`src/rtl/entrada_operandos.sv`:
```
// entrada_operandos: captures operands A then B from shared switches on successive button presses.
// Optional debounce filter enabled by defining ENTRADA_OPERANDOS_DEBOUNCE_EN. Revision 1.0
`default_nettype none

module entrada_operandos #(
   parameter int DEBOUNCE_CICLOS = 16
) (
   input  logic       clk,
   input  logic       rst,
   input  logic [3:0] chaves,
   input  logic       botao,
   input  logic       limpar,
   output logic [3:0] A,
   output logic [3:0] B,
   output logic       valido,
   output logic [1:0] estado,
   output logic [7:0] op_cont
);

   typedef enum logic [1:0] {
      ESPERA_A = 2'b00,
      ESPERA_B = 2'b01,
      PRONTO   = 2'b10,
      ILEGAL   = 2'b11
   } estado_t;

   estado_t estado_atual;
   estado_t proximo;
   logic    sync1;
   logic    sync2;
   logic    nivel;
   logic    nivel_ant;
   logic    pulso;
   logic    captura_a;
   logic    captura_b;

   always_ff @(posedge clk or posedge rst) begin
      if (rst) begin
         sync1 <= 1'b0;
         sync2 <= 1'b0;
      end else begin
         sync1 <= botao;
         sync2 <= sync1;
      end
   end

`ifdef ENTRADA_OPERANDOS_DEBOUNCE_EN
   logic [15:0] deb_cont;
   logic        deb_nivel;

   // Any sample equal to the filtered level restarts the count.
   always_ff @(posedge clk or posedge rst) begin
      if (rst) begin
         deb_cont  <= 16'd0;
         deb_nivel <= 1'b0;
      end else if (sync2 != deb_nivel) begin
         if (deb_cont == 16'(DEBOUNCE_CICLOS - 1)) begin
            deb_nivel <= sync2;
            deb_cont  <= 16'd0;
         end else begin
            deb_cont <= deb_cont + 16'd1;
         end
      end else begin
         deb_cont <= 16'd0;
      end
   end

   assign nivel = deb_nivel;
`else
   logic [31:0] debounce_unused;
   assign debounce_unused = DEBOUNCE_CICLOS;
   assign nivel = sync2;
`endif

   always_ff @(posedge clk or posedge rst) begin
      if (rst) begin
         nivel_ant <= 1'b0;
      end else begin
         nivel_ant <= nivel;
      end
   end

   assign pulso = nivel & ~nivel_ant;

   always_comb begin
      proximo   = estado_atual;
      captura_a = 1'b0;
      captura_b = 1'b0;
      if (limpar) begin
         proximo = ESPERA_A;
      end else begin
         case (estado_atual)
            ESPERA_A: if (pulso) begin
               captura_a = 1'b1;
               proximo   = ESPERA_B;
            end
            ESPERA_B: if (pulso) begin
               captura_b = 1'b1;
               proximo   = PRONTO;
            end
            PRONTO:   if (pulso) proximo = ESPERA_A;
            ILEGAL:   proximo = ESPERA_A;
            default:  proximo = ESPERA_A;
         endcase
      end
   end

   // valido is decoded from the next state so it rises together with B.
   always_ff @(posedge clk or posedge rst) begin
      if (rst) begin
         estado_atual <= ESPERA_A;
         valido       <= 1'b0;
         A            <= 4'd0;
         B            <= 4'd0;
         op_cont      <= 8'd0;
      end else begin
         estado_atual <= proximo;
         valido       <= (proximo == PRONTO);
         if (limpar) begin
            A       <= 4'd0;
            B       <= 4'd0;
            op_cont <= 8'd0;
         end else begin
            if (captura_a) A <= chaves;
            if (captura_b) begin
               B       <= chaves;
               op_cont <= op_cont + 8'd1;
            end
         end
      end
   end

   assign estado = estado_atual;

endmodule

`default_nettype wire
```
`config.mk`:
```
export PLATFORM = sky130hd
export DESIGN_NAME = entrada_operandos
export DESIGN_NICKNAME = d
export VERILOG_FILES = /design/src/rtl/entrada_operandos.sv
export SDC_FILE = /design/constraint.sdc
export NUM_CORES = 1
export LEC_CHECK = 0
export ABC_CLOCK_PERIOD_IN_PS = 2100
export CORE_MARGIN = 3
export CORE_UTILIZATION = 40
export CTS_BUF_LIST = sky130_fd_sc_hd__clkbuf_4
export DETAILED_ROUTE_END_ITERATION = 12
export PLACE_DENSITY = 0.73
export SLEW_MARGIN = 20
export SYNTH_ARGS = -nofsm -noshare
export SYNTH_HDL_FRONTEND = slang
export SYNTH_SLANG_ARGS = --single-unit
```
`constraint.sdc`:
```
create_clock -name clk -period 2.1 [get_ports clk]
set_input_delay 0.525 -clock clk [delete_from_list [all_inputs] [get_ports clk]]
set_output_delay 0.525 -clock clk [all_outputs]
set_load 0.005 [all_outputs]
```
# Yosys cells after proc, flatten, opt, wreduce, memory -nomap -nowiden
# Cells that the tools add are included.
word_totals:
  reg_bits: 22
  latchBits: 0
  mem_bits_rw: 0
  romBits: 0
  inputBits: 8
  output_inout_bits: 19
  elab_cells: 34
  n_memories: 0
op_classes:
  n_addsub: 1
  n_mul: 0
  div_mod_pow: 0
  magnitude_cmp: 0
  eq_ne: 4
  n_shift: 0
  muxes: 16
  bitwise: 2
  n_reduce_logical: 3
ops:
  columns: ["cell", "count"]
  rows:
  - ["$mux 4", 4]
  - ["$mux 8", 2]
  - ["$add 8x1->8 const B", 1]
  - ["$mux 2", 4]
  - ["$pmux 2 s4", 1]
  - ["$eq 2x2->1 const B", 3]
  - ["$mux 1", 5]
  - ["$reduce_bool 2->1", 2]
  - ["$eq 2x1->1 const B", 1]
  - ["$logic_not 2->1", 1]
  - ["$and 1x1->1", 1]
  - ["$not 1->1", 1]

# Logic depth before layout (Yosys ltp)
depth:
  word_depth: 7
  mapped_depth: 5
  mapped_depth_nobuf: 4

# Least setup slack after synthesis
# OpenSTA, ideal clock, no wires.
synth_path:
  kind: "reg2reg"
  from: "register estado_atual[1] (netlist: estado[1])"
  to: "register op_cont[7]"
  setup_ps: 125
  t_arrival_ps: 1379
  path_slack_ps: 596
  stages_incl_launch_ff: 5
  n_path_buf: 1
  period_less_slack_ps: 1504
  path_cell_list: "dfrtp_1 -> nand4bb_1 -> clkbuf_2 -> nor4_1 -> mux2_2"
synth_between:
  elab_chain_len: 4
synth_lines:
  columns: ["item", "line_no", "rtl"]
  rows:
  - ["start: declaration", "27", "estado_t estado_atual;"]
  - ["start signal: assignment", "117", "estado_atual <= proximo;"]
  - ["$eq 2x1->1", "92", "case (estado_atual)"]
  - ["$mux 1", "92", null]
  - ["$mux 1", "89", "if (limpar) begin"]
  - ["$reduce_bool 2->1 (no source line)", null, null]
  - ["end signal: assignment", "127", "op_cont <= op_cont + 8'd1;"]
  - ["end: declaration", "17", "output logic [7:0] op_cont"]
# No other way between the ends.
# A chain may end at the register's enable or synchronous reset.

# Final worst setup path
layout_path:
  from: "register estado_atual[0] (netlist: estado[0])"
  to: "output estado[0]"
layout_rtl:
  columns: ["item", "line_no", "rtl"]
  rows:
  - ["end: declaration", "16", "output logic [1:0] estado,"]
# No word-level cell between the ends.

==> impl_metrics.toml <==
[power]
p_sw_frac = 0.214
pwr-share-seq = 0.521
net-switching-power_w = 0.000183
p_per_area_nw_per_um2 = 662
power.clock.fraction = 0.387
ir_drop_mv = 0.501
p_int_w = 0.000672
p_comb_frac = 0.091
leakagePower_nw = 0.524

[drt]
drtAntennaViolNets = 0
wl_per_cell_um = 13.6
drt_first_pass_iters = 4
vias_per_cell = 5.26
routed_wl_um = 1960
drc = 0
drt_iter0_markers = 11
vias = 758

[final_layout]
area_delta_synth_final_pct = 37.4
final_common_cell = "clkdlybuf4s50_1"
fin_cells = 144
final_cell_mix = "clkdlybuf4s50_1 (26), dfrtp_1 (22), nand2_1 (12), a21oi_1 (10), nor2_1 (6)"
drive_above_1_share = 0.0855
nets = 127
n_antenna_cell = 0

[logic_synthesis]
avgSynthCellArea_um2 = 10.7
synth_cell_types = 25
syn_nets = 97
synth-seq-cells = 22
synth_area_um2 = 940
syn_inst = 88
seq_area_frac_synth = 0.586
ys_warn_count = 0

[global_route]
grt_overflow = 0
first_global_vias = 728
antenna_found_initial = 0
grt_max_degree = 23
grt_use_total = 0.158
grt_pass1_wl_um = 3310

[hold_path]
hold_start = "sync1"
holdPathEnd = "nivel"
hold_depth = 0
hold_path_class = "register to register"

[cts]
htree_levels = 1
cts_hold_buf = 0
clk_pin_slew_ps = 130
post_cts_buffers = 0
clockRootBuffer = "clkbuf_4"
cts-buffers-inserted = 3
cts_sinks = 22
clockBufferDepth = 2
cts_tree = "yes"
ctsResizeCount = 0
clk_latency_ps = 320

[worst_setup_path]
r2r_setup_slack_ps = 430
worst-setup-path-type = "register to output port"
cp_top_family = "buffers and inverters"
r2r-start = "estado[1]"
worstPathRequired_ps = 1570
slowest_delay_ps = 540
cp-start-kind = "register"
worstPathCellList = "clkdlybuf4s50_1"
reg2regPathDepth = 3
crit_start = "estado[0]"
critPathMaxFanout = 6
crit_slowest_cell = "clkdlybuf4s50_1"
cp_num_buf_inv = 1
crit_cells = 1
worstReg2RegEnd = "op_cont[7]"
cp.arrival_ps = 1340
cp-end-kind = "output port"

[floorplanning]
io-pin-count = 27
dieArea_um2 = 2970
die_w_um = 54.5
coreArea_um2 = 2080
dieHeight_um = 54.5
initial_core_util = 0.451
num_rows = 16

[run_status]
outcome = "completed"

[placement]
dp_cells = 140
portBuffers = 26
hpwl_um = 1420
gp_congestion = 0.749

[timing]
rsz0062_at_grt = "no"
final-setup-viol-count = 0
fin_crit_ps = 1870
finalCritPeriodShare = 0.888
finalHoldViolCount = 0
tightest_slew_ps = 620
fin_skew_ps = 9.53
max_freq_mhz = 536
relSlewSlack = 0.585
setup_tns_ps = 0
whs_ps = 363
report.final.slew_viol_count = 0

[job]
cap_violations = 0
worst max path at each step:
stage / to / slack (ps)
after CTS: estado[0] / 210
after global routing: estado[0] / 180
after detailed placement: op_cont[7] / 420
after floorplan: op_cont[7] / 600
after global placement: op_cont[7] / 390
final: estado[0] / 230
final cells by class:
class / count / area [µm²]
Sequential cell: 22 / 551
Inverter: 2 / 7.51
Clock inverter: 1 / 30.0
Clock buffer: 3 / 22.5
Timing Repair Buffer: 29 / 283
Multi-Input combinational cell: 60 / 364
Fill cell: 182 / 791
Tap cell: 27 / 33.8
stage by stage:
| step | cell area, µm² | worst slack (ps) | power, W | utilization |
|---|---|---|---|---|
| after global placement | 1240 | 395 | 0.000531 | 0.595 |
| after detailed placement | 1240 | 420 | 0.000533 | 0.595 |
| after floorplan | 940 | 596 | 0.000489 | - |
| after global routing | 1290 | 179 | 0.000886 | 0.620 |
| final | 1290 | 234 | 0.000855 | 0.620 |
| after CTS | 1290 | 209 | 0.000865 | 0.620 |
power groups by stage:
stage / sequential (W) / clock, W / combinational, W
floorplan: 0.000453 / 0 / 0.0000358
finish: 0.000446 / 0.000331 / 0.0000780
global placement: 0.000453 / 0 / 0.0000778
global route: 0.000448 / 0.000352 / 0.0000861
detailed placement: 0.000454 / 0 / 0.0000793
CTS: 0.000446 / 0.000339 / 0.0000796
per-layer routing:
| metal | share of wire | GRT usage | vias to the layer above |
|---|---|---|---|
| li1 | - | - | 367 |
| met1 | 0.46 | 0.220 | 363 |
| met2 | 0.48 | 0.233 | 26 |
| met3 | 0.054 | 0.0354 | 2 |
| met4 | 0.013 | 0.0747 | 0 |
| met5 | 0 | 0 | - |
synth_stat cells:
master / n / share of area
nor3_1: 1 / 0.0053
or3_1: 3 / 0.020
nand2_1: 12 / 0.048
mux2i_1: 4 / 0.043
nand4bb_1: 1 / 0.012
buf_2: 1 / 0.0053
clkbuf_2: 1 / 0.0053
nor2b_1: 4 / 0.027
nor4_1: 1 / 0.0067
ha_1: 1 / 0.013
or4_1: 2 / 0.016
nor2_1: 6 / 0.024
nand3_1: 3 / 0.016
o31ai_1: 2 / 0.016
dfrtp_1: 22 / 0.59
xnor2_1: 2 / 0.019
nor4b_2: 1 / 0.016
a21oi_1: 10 / 0.053
clkbuf_1: 1 / 0.0040
o21ai_0: 4 / 0.021
mux2_2: 1 / 0.012
nand2b_1: 1 / 0.0067
buf_1: 1 / 0.0040
inv_1: 2 / 0.0080
and4bb_2: 1 / 0.013
registers in the layout, summed over array words and instances (netlist names):
name	flops
op_cont	8
nivel_ant	1
estado	2
B	4
sync1	1
A	4
valido	1
nivel	1
cells by family after synthesis:
family          synth area share
buf+inv                   0.0266
mux                       0.0546
fa+ha+maj                 0.0133
flops                      0.586
compound gates            0.0905
xor+xnor                  0.0186
simple gates               0.210
Power figures use the tool's default switching activity.
